[src/rtl/ltc2387_pkg.sv]
// Shared constants for the LTC2387-style ADC output model: FSM state codes,
// sample-source modes, the default test word and lane geometry helpers.
package ltc2387_pkg;

    localparam logic [1:0] ST_IDLE    = 2'd0;
    localparam logic [1:0] ST_CONVERT = 2'd1;
    localparam logic [1:0] ST_OUTPUT  = 2'd2;

    localparam logic [1:0] MODE_RAM   = 2'd0;
    localparam logic [1:0] MODE_RAMP  = 2'd1;
    localparam logic [1:0] MODE_PAT   = 2'd2;

    localparam logic [17:0] DEFAULT_TEST_PATTERN = 18'h28FFC;

    function automatic int bits_per_lane(input int width, input int lanes);
        return width / lanes;
    endfunction

    function automatic int addr_width(input int depth);
        return (depth > 1) ? $clog2(depth) : 1;
    endfunction

endpackage

[src/rtl/ltc2387_pattern_src.sv]
// Sample source for the ADC model: pattern RAM, free-running ramp or a fixed
// test word. Only the source selected by mode moves on an advance strobe.
module ltc2387_pattern_src import ltc2387_pkg::*; #(
    parameter int                   ADC_WIDTH    = 18,
    parameter int                   NUM_SAMPLES  = 16,
    parameter logic [ADC_WIDTH-1:0] TEST_PATTERN = ADC_WIDTH'(DEFAULT_TEST_PATTERN)
) (
    input  logic                                 clk,
    input  logic                                 reset,
    input  logic [1:0]                           mode,
    input  logic                                 advance,
    input  logic                                 wr_en,
    input  logic [addr_width(NUM_SAMPLES)-1:0]   wr_addr,
    input  logic [ADC_WIDTH-1:0]                 wr_data,
    output logic [ADC_WIDTH-1:0]                 word
);

    localparam int            AW       = addr_width(NUM_SAMPLES);
    localparam logic [AW-1:0] LAST_IDX = AW'(NUM_SAMPLES - 1);

    logic [ADC_WIDTH-1:0] mem_r [NUM_SAMPLES];
    logic [AW-1:0]        index_r;
    logic [ADC_WIDTH-1:0] ramp_r;

    // Pattern RAM write port; contents deliberately survive reset
    always_ff @(posedge clk) begin
        if (wr_en) begin
            mem_r[wr_addr] <= wr_data;
        end
    end

    // RAM index and ramp advance only when their own source is selected
    always_ff @(posedge clk or negedge reset) begin
        if (!reset) begin
            index_r <= {AW{1'b0}};
            ramp_r  <= {ADC_WIDTH{1'b0}};
        end else if (advance) begin
            case (mode)
                MODE_RAM:  index_r <= (index_r == LAST_IDX) ? {AW{1'b0}} : index_r + AW'(1'b1);
                MODE_RAMP: ramp_r  <= ramp_r + ADC_WIDTH'(1'b1);
                default:   index_r <= index_r;
            endcase
        end
    end

    // Source mux; a same-cycle RAM write is not yet visible here, so old data is latched
    always_comb begin
        word = TEST_PATTERN;
        case (mode)
            MODE_RAM:  word = mem_r[index_r];
            MODE_RAMP: word = ramp_r;
            default:   word = TEST_PATTERN;
        endcase
    end

endmodule

[config.mk]
export PLATFORM = sky130hd
export DESIGN_NAME = ltc2387_pattern_src
export DESIGN_NICKNAME = d
export VERILOG_FILES = /design/src/rtl/ltc2387_pkg.sv /design/src/rtl/ltc2387_pattern_src.sv
export SDC_FILE = /design/constraint.sdc
export NUM_CORES = 1
export LEC_CHECK = 0
export BUFFER_PORTS_ARGS = -buffer_cell sky130_fd_sc_hd__buf_2
export CORE_UTILIZATION = 60
export CTS_CLUSTER_DIAMETER = 120
export DETAILED_ROUTE_END_ITERATION = 16
export GPL_TIMING_DRIVEN = 0
export PLACE_DENSITY = 0.78
export SLEW_MARGIN = 20
export SYNTH_ARGS = -nofsm -noshare
export SYNTH_HDL_FRONTEND = slang
export SYNTH_SLANG_ARGS = --single-unit
[constraint.sdc]
create_clock -name clk -period 2.32 [get_ports clk]
set_input_delay 0.116 -clock clk [delete_from_list [all_inputs] [get_ports clk]]
set_output_delay 0.116 -clock clk [all_outputs]
set_load 0.05 [all_outputs]
==> tab_implementation.tex <==
\begin{tabular}{lr}
\hline
Metric & Value \\
\hline
\multicolumn{2}{l}{\textbf{Worst setup path}} \\
WS Path Type & reg -> out \\
Kind of launch point of the worst setup path & register \\
Worst reg2reg path endpoint & index\_r[3] \\
Worst r2r src & index\_r[0] \\
Critical Path End & word[10] \\
Type of element capturing the critical path & primary output \\
Crit path from & index\_r[1] \\
Arrival @ worst endpoint & around 2700 ps \\
Setup slack of the most critical reg-to-reg path & $\sim$620 ps \\
Required time of the critical path & about 2200 ps \\
Worst Reg-to-Reg Cells & 7 \\
Maximum fanout count along the critical path & 7 \\
\multicolumn{2}{l}{\textbf{Clock network}} \\
CTS max path bufs & 3 \\
CTS HTree Levels & 1 \\
Clock tree from TritonCTS & done \\
Cts bufs inserted & 30 \\
Clock sinks & 310 \\
Clock-pin slew reported for the worst setup and hold paths after clock tree synthesis & approximately 60 ps \\
Clock network latency to the later pin of the worst-skew pair & 540 ps \\
Clock root cell & clkbuf\_16 \\
\multicolumn{2}{l}{\textbf{Yosys}} \\
Share of synthesized area occupied by flip-flops and latches & approximately three quarters \\
FFs w/ async S/R, synth & 7.097\% \\
Synth cell types & 46 \\
Gate count of the mapped netlist & slightly above 600 \\
Most used DFF post-synth & edfxtp\_1 \\
Cell area after synthesis & between 0.01 and 0.015 mm² \\
Number of warnings issued by yosys & 0 \\
Synthesized netlist net count & 641 \\
Avg Inst Size Synth & between 20 and 25 µm² \\
Number of flops mapped to enable cells by yosys & between 200 and 300 \\
Yosys reg bits & 310 \\
\multicolumn{2}{l}{\textbf{Timing}} \\
Final Hold Viols & 0 \\
Setup repair after global routing missed its margin & true \\
Final max-slew violation count & 0 \\
Worst relative slew slack & a little over two fifths \\
WHS & 19.63 ps \\
Share of the cycle needed by the critical path after routing & 119.1\% \\
Final total negative setup slack & -6323 ps \\
Finish-stage setup viols & 18 \\
Final WS setup & -443.3 ps \\
Top achievable clock speed & around 360 MHz \\
Min cycle time layout & around 2800 ps \\
Measured slew at the worst slew-check pin & roughly 840 ps \\
Layout Skew & 3.394 ps \\
\multicolumn{2}{l}{\textbf{Route}} \\
Number of detailed-route iterations in the first pass & 5 \\
Routed wire length per instance & between 20 and 30 µm \\
Via count & approximately 6,700 \\
Per-cell via count in the routed design & between 6 and 7 \\
DRC violation count after routing & 0 \\
Count of antenna-violating nets left after detailed routing & 0 \\
Drt total wl & 28.25 mm \\
Number of DRC markers in iteration 0 & between 800 and 900 \\
\multicolumn{2}{l}{\textbf{Power}} \\
Peak ir drop on the vdd network & 692.5 µV \\
Overall power of the completed layout & approximately 15 mW \\
Power Density & $\sim$1000 mW/mm² \\
Leakage power total & around 5.0 nW \\
\multicolumn{2}{l}{\textbf{GRT}} \\
Total gr overflow & 0 \\
Overall routing resource usage & around 27\% \\
Pin count of the biggest net entering global routing & 23 \\
Number of global-route vias before repair & approximately 6,800 \\
Initial antenna violation count & 0 \\
Wire length of the first global-routing pass & 41.19 mm \\
\multicolumn{2}{l}{\textbf{Floorplan}} \\
Top-level port count & 46 \\
Total core area & between 0.02 and 0.025 mm² \\
\# rows & between 50 and 60 \\
Effective utilization at floorplan & 61.05\% \\
Horizontal die dimension & around 150 µm \\
Die area & about 0.021 mm² \\
Die height & $\sim$150 µm \\
\multicolumn{2}{l}{\textbf{Finish}} \\
\# fillers & between 1,000 and 1,500 \\
Final net count & between 700 and 800 \\
Area growth from synthesis to layout & 20.34\% \\
Util after Layout & between 70 and 80\% \\
Antenna diode count & 0 \\
Share of final-layout standard cells stronger than drive strength 1 & around a third \\
\multicolumn{2}{l}{\textbf{Placement}} \\
PortBufs & 45 \\
Final weighted congestion in routability-driven placement & roughly 0.82 \\
Worst setup timing slack at the placement stage & -206.0 ps \\
Half-perimeter wire length of the detailed placement result & 16.91 mm \\
\multicolumn{2}{l}{\textbf{Run}} \\
Max-Cap Viols & 0 \\
\multicolumn{2}{l}{\textbf{Outcome}} \\
Outcome & finished with violations \\
Violated checks & negative setup slack \\
\multicolumn{2}{l}{\textbf{Hold path}} \\
Worst min path class & in -> reg \\
\hline
\end{tabular}
synth_stat cells, types with 5 or more instances:
master     instances  area share, %
nor3_1             5           0.20
buf_2              9           0.37
nor2_1            32           0.98
buf_6              8           0.73
o31ai_1            6           0.37
nand2_1           10           0.30
nand3_1            9           0.37
mux2_2             5           0.46
dfrtp_1           22            4.5
mux2i_1           46            3.7
nor2b_1           13           0.66
xor2_1             7           0.50
o221ai_1          11           0.78
edfxtp_1         288             70
a2bb2oi_1          5           0.36
clkbuf_1          10           0.30
o32a_1            11           0.89
mux4_2            56             10
xnor2_1           11           0.78
power by group:
group | switching, mW | total [mW] | internal (mW) | leakage [nW]
clock network | 1.93 | 4.48 | 2.55 | 0.432
registers | 0.118 | 6.40 | 6.28 | 2.90
logic | 2.24 | 4.28 | 2.05 | 1.64
total | 4.29 | 15.2 | 10.9 | 4.97
layer usage:
metal  GRT usage (%)  share of wire [%]
met3           4.308                8.6
met1           38.73                 39
met2           43.34                 49
met5               0                  0
met4           6.684                2.6
worst max-delay path: stages, from the launching register on:
cell     delay [ps]
dfrtp_1         430
buf_12          170
buf_12          130
mux4_2          510
mux2i_1         220
nor2_1          110
o32a_1          350
buf_6           170
placed cells by master (no fill, tap or decap), drive strengths merged, types with 2 or more instances in the layout:
cell type	Yosys	routed
and2	3	3
xor2	7	7
mux2	5	5
nand3b	4	4
and4	2	2
nor3	6	6
a211o	2	2
o21ai	2	2
dlygate4sd3	0	21
mux4	58	58
o221ai	11	11
edfxtp	288	288
dfrtp	22	22
mux2i	46	46
nand2b	4	4
xnor2	11	11
a31oi	2	2
nand4	4	4
buf	21	96
nor2	32	32
clkinv	0	9
nor2b	13	13
and3	4	4
o31ai	6	6
ha	2	2
nand2	10	10
clkbuf	11	54
o32a	11	11
a2bb2oi	5	5
nand3	9	9
per-stage QoR:
stage	area (µm²)	instances
after floorplan	12340	611
after global placement	12900	926
after detailed placement	13170	942
after CTS	14610	1021
after global routing	14820	1031
final	14820	1031
flip-flops by register name, indices dropped and copies added (netlist names):
name,count
index_r,4
mem_r,288
ramp_r,18
what timing repair did:
action / 4_1_cts / 5_1_grt
resized for setup: 84 / 25
gates cloned: 1 / 0
setup endpoints to repair: 18 / 18
pin swaps: 3 / 2
hold buffers: 21 / 0
setup buffers: 4 / 10
hold endpoints to repair: 315 / 0
cell families (layout without fill, tap and decap cells):
logic type,Yosys count,count (layout),synth area share (%)
flops,310,310,74.70
buf+inv,32,182,1.870
xor+xnor,18,18,1.280
mux,109,109,14.86
simple gates,96,96,4.054
fa+ha+maj,2,2,0.2032
compound gates,44,44,3.028
worst min-delay path by stage:
stage / cells past startpoint / startpoint / slack (ps) / to
2_1_floorplan: 0 / reset / -180 / index_r[0]
3_3_place_gp: 1 / reset / 90 / ramp_r[8]
3_5_place_dp: 1 / reset / 110 / ramp_r[5]
4_1_cts: 2 / wr_addr[0] / 0.1 / mem_r[8][0]
5_1_grt: 2 / wr_addr[0] / 7 / mem_r[8][0]
6_report: 2 / wr_addr[0] / 20 / mem_r[8][0]
final cells by class:
class | instances | area [µm²] | area share (%)
multi-input combinational | 269 | 3164 | 21.35
tap | 270 | 337.8 | 2.280
clock buffer | 43 | 820.8 | 5.539
buffer | 31 | 341.6 | 2.305
timing repair buffer | 97 | 880.8 | 5.944
sequential | 310 | 9199 | 62.07
clock inverter | 11 | 75.07 | 0.5066
Note: power is estimated with default switching activity, not from simulation.
